$ cat config.mk
export PLATFORM = sky130hd
export DESIGN_NAME = reaction_timer_core_flat
export DESIGN_NICKNAME = d
export VERILOG_FILES = /design/src/rtl/reaction_timer_if.sv /design/src/rtl/reaction_timer_core.sv /design/src/flat_wrapper.sv
export SDC_FILE = /design/constraint.sdc
export NUM_CORES = 1
export LEC_CHECK = 0
export BUFFER_PORTS_ARGS = -buffer_cell sky130_fd_sc_hd__buf_4
export CELL_PAD_IN_SITES_DETAIL_PLACEMENT = 0
export CELL_PAD_IN_SITES_GLOBAL_PLACEMENT = 1
export CORE_UTILIZATION = 49
export DETAILED_ROUTE_END_ITERATION = 12
export GPL_ROUTABILITY_DRIVEN = 0
export GPL_TIMING_DRIVEN = 0
export PLACE_DENSITY = 0.95
export REMOVE_ABC_BUFFERS = 1
export SETUP_SLACK_MARGIN = 0.02
export SKIP_LAST_GASP = 1
export SLEW_MARGIN = 40
export SYNTH_ARGS = -nofsm -noshare
export SYNTH_HDL_FRONTEND = slang
export SYNTH_SLANG_ARGS = --single-unit
$ cat constraint.sdc
create_clock -name clk -period 3.4 [get_ports clk]
set_input_delay 0.68 -clock clk [delete_from_list [all_inputs] [get_ports clk]]
set_output_delay 0.68 -clock clk [all_outputs]
set_load 0.005 [all_outputs]
$ cat src/rtl/reaction_timer_if.sv
// Handshake bundle between the reaction-game state machine (master) and its
// timing datapath (slave).
interface reaction_timer_if;
  logic        downcountenable;
  logic        enableCounter;
  logic        enablehiscore;
  logic        finished;
  logic [13:0] score;
  logic [13:0] hiscore;
  logic        hiscore_valid;
  logic        new_record;
  logic [13:0] disp_value;

  modport master (
    output downcountenable, enableCounter, enablehiscore,
    input  finished, score, hiscore, hiscore_valid, new_record, disp_value
  );

  modport slave (
    input  downcountenable, enableCounter, enablehiscore,
    output finished, score, hiscore, hiscore_valid, new_record, disp_value
  );
endinterface

$ cat src/rtl/reaction_timer_core.sv
// Reaction-game datapath: random-wait downcounter, ms reaction counter,
// best-time register and display mux.
module reaction_timer_core #(
  parameter int TICK_DIV  = 50000,
  parameter int MIN_DELAY = 1000,
  parameter int SCORE_MAX = 9999
) (
  input logic              clk,
  input logic              rst,
  reaction_timer_if.slave  bus
);
  localparam int PW = (TICK_DIV > 1) ? $clog2(TICK_DIV) : 1;
  localparam int DW = $clog2(MIN_DELAY + 1024);
  localparam logic [PW-1:0] PS_LAST = PW'(TICK_DIV - 1);
  localparam logic [DW-1:0] DLY_MIN = DW'(MIN_DELAY);
  localparam logic [13:0]   SC_MAX  = 14'(SCORE_MAX);

  logic          dce, ec;
  logic          dce_q, ec_q;
  logic          dce_rise, ec_rise, ec_fall;
  logic [9:0]    lfsr;
  logic [PW-1:0] prescale;
  logic          tick;
  logic [DW-1:0] delay_cnt;
  logic          finished;
  logic [13:0]   score, hiscore;
  logic          hiscore_valid, new_record;
  logic          better;

  assign dce      = bus.downcountenable;
  assign ec       = bus.enableCounter;
  assign dce_rise = dce & ~dce_q;
  assign ec_rise  = ec & ~ec_q;
  assign ec_fall  = ~ec & ec_q;
  assign tick     = (prescale == PS_LAST) & (dce | ec);
  assign better   = ~hiscore_valid | (score < hiscore);

  always_ff @(posedge clk or posedge rst) begin
    if (rst) begin
      dce_q    <= 1'b0;
      ec_q     <= 1'b0;
      lfsr     <= 10'h001;
      prescale <= '0;
    end else begin
      dce_q <= dce;
      ec_q  <= ec;
      // x^10 + x^7 + 1; the all-zero state is unreachable from a nonzero seed
      lfsr  <= {lfsr[8:0], lfsr[9] ^ lfsr[6]};
      if (dce_rise || ec_rise || prescale == PS_LAST)
        prescale <= '0;
      else
        prescale <= prescale + PW'(1);
    end
  end

  // Load takes priority over a coincident tick; the load uses the pre-shift lfsr.
  always_ff @(posedge clk or posedge rst) begin
    if (rst) begin
      delay_cnt <= '0;
      finished  <= 1'b0;
    end else begin
      if (dce_rise)
        delay_cnt <= DLY_MIN + DW'(lfsr);
      else if (tick && dce && delay_cnt != '0)
        delay_cnt <= delay_cnt - DW'(1);

      if (!dce)
        finished <= 1'b0;
      else if (!dce_rise && tick && delay_cnt == DW'(1))
        finished <= 1'b1;
    end
  end

  always_ff @(posedge clk or posedge rst) begin
    if (rst) begin
      score         <= '0;
      hiscore       <= '0;
      hiscore_valid <= 1'b0;
      new_record    <= 1'b0;
    end else begin
      new_record <= 1'b0;
      if (ec_rise)
        score <= '0;
      else if (tick && ec && score < SC_MAX)
        score <= score + 14'd1;

      // A stop with enablehiscore high is an abort to idle, never a result.
      if (ec_fall && !bus.enablehiscore && better) begin
        hiscore       <= score;
        hiscore_valid <= 1'b1;
        new_record    <= 1'b1;
      end
    end
  end

  assign bus.finished      = finished;
  assign bus.score         = score;
  assign bus.hiscore       = hiscore;
  assign bus.hiscore_valid = hiscore_valid;
  assign bus.new_record    = new_record;
  assign bus.disp_value    = bus.enablehiscore ? hiscore : score;
endmodule

$ cat src/flat_wrapper.sv
// flat-port wrapper written by rule: the top's interface ports become plain ports
module reaction_timer_core_flat 
#(
  parameter int TICK_DIV  = 50000,
  parameter int MIN_DELAY = 1000,
  parameter int SCORE_MAX = 9999
)
  (clk, rst, bus_downcountenable, bus_enableCounter, bus_enablehiscore, bus_finished, bus_score, bus_hiscore, bus_hiscore_valid, bus_new_record, bus_disp_value);
  reaction_timer_if bus_i ();
  input logic clk;
  input logic rst;
  input wire logic [$bits(bus_i.downcountenable)-1:0] bus_downcountenable;
  input wire logic [$bits(bus_i.enableCounter)-1:0] bus_enableCounter;
  input wire logic [$bits(bus_i.enablehiscore)-1:0] bus_enablehiscore;
  output wire logic [$bits(bus_i.finished)-1:0] bus_finished;
  output wire logic [$bits(bus_i.score)-1:0] bus_score;
  output wire logic [$bits(bus_i.hiscore)-1:0] bus_hiscore;
  output wire logic [$bits(bus_i.hiscore_valid)-1:0] bus_hiscore_valid;
  output wire logic [$bits(bus_i.new_record)-1:0] bus_new_record;
  output wire logic [$bits(bus_i.disp_value)-1:0] bus_disp_value;
  assign bus_i.downcountenable = bus_downcountenable;
  assign bus_i.enableCounter = bus_enableCounter;
  assign bus_i.enablehiscore = bus_enablehiscore;
  assign bus_finished = bus_i.finished;
  assign bus_score = bus_i.score;
  assign bus_hiscore = bus_i.hiscore;
  assign bus_hiscore_valid = bus_i.hiscore_valid;
  assign bus_new_record = bus_i.new_record;
  assign bus_disp_value = bus_i.disp_value;
  reaction_timer_core #(.TICK_DIV(TICK_DIV), .MIN_DELAY(MIN_DELAY), .SCORE_MAX(SCORE_MAX)) u_core (.clk(clk), .rst(rst), .bus(bus_i));
endmodule
* Word-level counts from Yosys, hierarchy flattened
Cells that the tools add are included.
** Word-level totals
- Register bits after elaboration :: 70
- Output and inout port bits :: 45
- Word-level logic and storage cells :: 54
** Cells by class
- $add $sub $neg :: 4
- $lt $le $gt $ge :: 2
- Equality and inequality tests :: 3
- Mux-type cells :: 9
- Bitwise logic cells :: 11
- Reduce and logical (&&, ||, !) cells :: 15
** Operators by type and width (number)
- 2-to-1 mux 14 bit :: 3
- 2-to-1 mux 11 bit :: 2
- adder 16 x 1 -> 16 bit (second input constant) :: 1
- equality test 16 bit (second input constant) :: 1
- 2-to-1 mux 16 bit :: 1
- adder 14 x 1 -> 14 bit (second input constant) :: 1
- less-than comparator 14 bit :: 1
- less-than comparator 14 bit (second input constant) :: 1
- adder 10 x 10 -> 11 bit (first input constant) :: 1
- equality test 11 x 1 -> 1 bit (second input constant) :: 1
- nonzero test 11 bit :: 1
- subtractor 11 x 1 -> 11 bit (second input constant) :: 1
- logical AND 1 bit :: 8
- AND 1 bit :: 4
- inverter 1 bit :: 4
- nonzero test 2 bit :: 2
- 2-to-1 mux 1 bit :: 3
- zero test 1 bit :: 2
- logical OR 1 bit :: 2
- inequality test 2 x 1 -> 1 bit (second input constant) :: 1
- OR 1 bit :: 2
- bitwise XOR 1 bit :: 1

* Logic depth before layout (Yosys ltp)
- Depth in word-level cells :: 7
- Depth in mapped cells :: 8

* Worst setup path before layout
No wires, ideal clock.
- Path kind :: input -> output
- From :: input bus_enablehiscore
- To :: output bus_disp_value[11]
- Arrival :: 1.643 ns
- Data required time :: 2.720 ns
- Path slack :: 1.077 ns
- Stages :: 3
- Buffers on the path :: 2
- Path through :: clkbuf_1 buf_1 mux2_2
** Between the ends
- Longest elaborated chain between the ends :: 1
** Ends and longest elaborated chain
- from (decl) :: line flat_wrapper.sv:14 : input wire logic [$bits(bus_i.enablehiscore)-1:0] bus_enablehiscore;
- 2-to-1 mux 14 bit :: line reaction_timer_core.sv:101 : assign bus.disp_value = bus.enablehiscore ? hiscore : score;
- to (decl) :: line flat_wrapper.sv:20 : output wire logic [$bits(bus_i.disp_value)-1:0] bus_disp_value;
No other way between the ends.

* Final worst setup path
- From :: register u_core.prescale[0]
- To :: register u_core.delay_cnt[10]
** Between the ends
- Longest elaborated chain between the ends :: 5
** Ends and longest elaborated chain
- from (decl) :: line reaction_timer_core.sv:22 : logic [PW-1:0] prescale;
- from (signal assigned) :: line reaction_timer_core.sv:52 : prescale <= prescale + PW'(1);
- equality test 16 bit :: line reaction_timer_core.sv:35 : assign tick = (prescale == PS_LAST) & (dce | ec);
- AND 1 bit :: line reaction_timer_core.sv:35
- logical AND 1 bit (2 in series) :: line reaction_timer_core.sv:64 : else if (tick && dce && delay_cnt != '0)
- nonzero test 2 bit (no line)
- to (signal assigned) :: line reaction_timer_core.sv:63 : delay_cnt <= DLY_MIN + DW'(lfsr);
- to (signal assigned) :: line reaction_timer_core.sv:65 : delay_cnt <= delay_cnt - DW'(1);
- to (decl) :: line reaction_timer_core.sv:24 : logic [DW-1:0] delay_cnt;
No other way between the ends.
A chain may end at the register's enable or synchronous reset.

==> flow_summary_export.csv <==
group,metric,value,unit
clock_network,root_buffer,"clkbuf_8",
grt,grt_pass1_wl,13700,um
clock_network,cts_tree,"done",
clock_network,post-cts-setup-buffer-count,0,
power,p_comb_share,9.9,%
yosys,synthDistinctLibCells,51,
power,p_int,1370,uW
setup_path,timing.critical_path.slowest_cell_delay,0.79,ns
setup_path,startpoint_type,"register",
outcome,status,"finished, final reports clean",
yosys,synth_edf_count,0,
route,vias,3008,
yosys,netlist_instances,382,
place,io_buffers,49,
grt,antenna_found_initial,0,
die,io_pins,50,
yosys,synth_seq_cells,70,
setup_path,timing_worst_setup_path_type,"register to register",
place,dp_hpwl,5430,um
clock_network,clk_latency,0.35,ns
timing,worst_pin_slew,0.845,ns
setup_path,worstRegToRegCells,6,
die,dieWidth,90.7,um
route,drt-initial-drc-count,107,
yosys,avgSynthCellArea,10.1,um^2
route,routedWlPerCell,14.4,um
route,firstDrtPassIters,4,
grt,grt_start_max_net_pins,56,
timing,setup_viol,0,
yosys,synthTopCellsByCount,"dfrtp_1, nor2_1, inv_1",
die,row_count,31,
clock_network,cts_sinks,70,
clock_network,cts_resized,0,
cells_and_area,drive_gt1_share,23.5,%
clock_network,cts-buffers-inserted,9,
power,p_clk_share,40.7,%
power,power_density,396,nW/um^2
yosys,seq_area_frac_synth,45.5,%
grt,gr-total-overflow,0,
timing,hold_viol,0,
power,max-vdd-ir-drop,0.301,mV
die,coreArea,7410,um^2
timing,skew,0.00776,ns
yosys,yosys_warnings,0,
power,seqPwrFrac,49.4,%
die,die_h,90.7,um
timing,finalSetupTns,0,ns
clock_network,cts_buffer_depth,2,
setup_path,crit_fanout,11,
timing,rsz0062_at_grt,"no",
clock_network,path_clk_slew,0.07,ns
setup_path,cp.arrival,2.81,ns
yosys,synthFlopType,"dfrtp_1",
die,dieArea,8220,um^2
cells_and_area,area_delta_synth_final,18.3,%
power,power_leakage,0.00216,uW
min_path,hp-class,"input pin to async pin",
clock_network,cts_hold_buf,0,
yosys,synth_async_sr_flop_share,100,%
grt,grt_usage,20.7,%
power,swShare,24.3,%
yosys,synth_top_area_share,44.8,%
timing,drv_slew,0,
power,finalPower,1800,uW
clock_network,cts_max_level,3,
route,wl,7750,um
yosys,syn_area,3850,um^2
die,start_util,52.0,%
timing,max_slew_margin,43.2,%
timing,period_minus_slack,2.55,ns
cells_and_area,diodes,0,
setup_path,cp_slowest_cell,"a21boi_1",
grt,grt_pass1_vias,2905,
flow_run,maxCapViolCount,0,
setup_path,critPathRequiredTime,3.66,ns
route,drc,0,
place,place_area,4330,um^2
setup_path,cp-end-kind,"register",
yosys,synth_area_leaders,"dfrtp_1, mux2_2, ha_1",
setup_path,crit_chain,"ha_1 -> and3_1 -> nand4_2 -> a21boi_1 -> a31oi_1 -> o31ai_1",
yosys,synth.most_common_cell,"dfrtp_1",
cells_and_area,fin_nets,457,
cells_and_area,fin_area,4560,um^2
yosys,yosysTopAreaCell,"dfrtp_1",
route,ant_nets,0,
power,power_switching,438,uW
route,drt-vias-per-instance,5.60,
timing,post-route-period-util,75.1,%
timing,clock.fmax,392,MHz
-- stage by stage --
stage	std cells	hold slack (ns)	util, %	worst slack [ns]
after CTS	537	0.234	61.4	0.682
after global placement	520	0.370	58.0	0.0764
after floorplan	372	0.354	-	0.953
after global routing	537	0.247	61.5	0.619
after detailed placement	521	0.372	58.5	0.701
final	537	0.243	61.5	0.848
-- kinds of logic after synthesis --
| group | count (synthesis) | share of synthesized area, % |
|---|---|---|
| XOR/XNOR | 25 | 5.69 |
| buffers and inverters | 39 | 4.00 |
| AND/OR/NAND/NOR | 141 | 20.7 |
| adder cells (fa/ha/maj) | 19 | 6.17 |
| multiplexers | 29 | 8.28 |
| flip-flops | 70 | 45.5 |
| AO/OA/AOI/OAI | 59 | 9.62 |
-- worst max-delay path: cells and delay by family, from the launching register on --
family | cells | cell delay, ns
AO/OA/AOI/OAI | 3 | 1.30
AND/OR/NAND/NOR | 2 | 0.60
flip-flops | 1 | 0.36
adder cells (fa/ha/maj) | 1 | 0.19
-- final timing paths --
kind | startpoint | to | slack (ns)
min in group clk | u_core.lfsr[1]$_DFF_PP0_ | u_core.lfsr[2]$_DFF_PP0_ | 0.38
min reg2reg | u_core.lfsr[1]$_DFF_PP0_ | u_core.lfsr[2]$_DFF_PP0_ | 0.38
max | u_core.prescale[0]$_DFF_PP0_ | u_core.delay_cnt[10]$_DFFE_PP0P_ | 0.85
min | rst | u_core.delay_cnt[2]$_DFFE_PP0P_ | 0.24
max reg2reg | u_core.prescale[0]$_DFF_PP0_ | u_core.delay_cnt[10]$_DFFE_PP0P_ | 0.85
max in group asynchronous | rst | u_core.prescale[3]$_DFF_PP0_ | 2.67
-- final cells by class --
type / instances / area, um^2
fillers: 613 / 2850
inverters: 29 / 114
well taps: 99 / 124
repair buffers: 50 / 395
flip-flops and latches: 70 / 1750
clock inverters: 4 / 70.1
multi-input cells: 273 / 1960
clock buffers: 12 / 145
-- flip-flops by register name, indices dropped and copies added, names as in the netlist --
| signal | flops |
|---|---|
| u_core.prescale | 16 |
| u_core.bus.hiscore_valid | 1 |
| u_core.bus.finished | 1 |
| u_core.bus.new_record | 1 |
| u_core.bus.hiscore | 14 |
| u_core.delay_cnt | 11 |
| u_core.bus.score | 14 |
| u_core.dce_q | 1 |
| u_core.lfsr | 10 |
| u_core.ec_q | 1 |
-- power groups by stage --
| stage | Sequential (uW) | Combinational, uW | Clock [uW] |
|---|---|---|---|
| finish | 891 | 179 | 735 |
| global route | 895 | 205 | 787 |
| CTS | 891 | 179 | 757 |
| detailed placement | 907 | 179 | 0 |
| global placement | 905 | 168 | 0 |
| floorplan | 901 | 117 | 0 |
-- cell usage in the layout (no fill, tap or decap), types with 2 or more instances in the layout --
cell       Yosys  layout
dfrtp_1       69      69
buf_4          2      49
nor2_1        35      35
nand2_1       28      28
inv_1         29      28
mux2_2        23      23
a21oi_1       20      20
xnor2_1       20      20
ha_1          19      19
o21ai_0       15      15
nand4_1       13      13
nand3_1       12      12
and3_1        10      10
clkbuf_8       0      10
nor4_1         6       6
mux2i_1        6       6
nand2b_1       6       6
nor3_1         6       6
or3_1          5       5
xor2_1         5       5
nor4b_4        3       3
a31o_2         3       3
and2_1         3       3
or4_1          3       3
a31oi_1        3       3
a31o_1         2       2
a21o_1         2       2
nor3b_1        2       2
and4_1         2       2
o31ai_1        2       2
clkbuf_1       7       2
bufinv_16      0       2
clkinv_2       0       2
-- metal layers --
metal / up-vias / global-route usage (%) / wire length [um] / share of wire, %
met5: - / 0 / 0 / 0
met4: 0 / 9.54 / 126 / 1.6
met3: 13 / 3.62 / 352 / 4.5
met2: 58 / 33.1 / 3720 / 48
met1: 1474 / 27.4 / 3550 / 46
li1: 1463 / - / - / -
No activity file was read; power rests on OpenSTA's default activity.
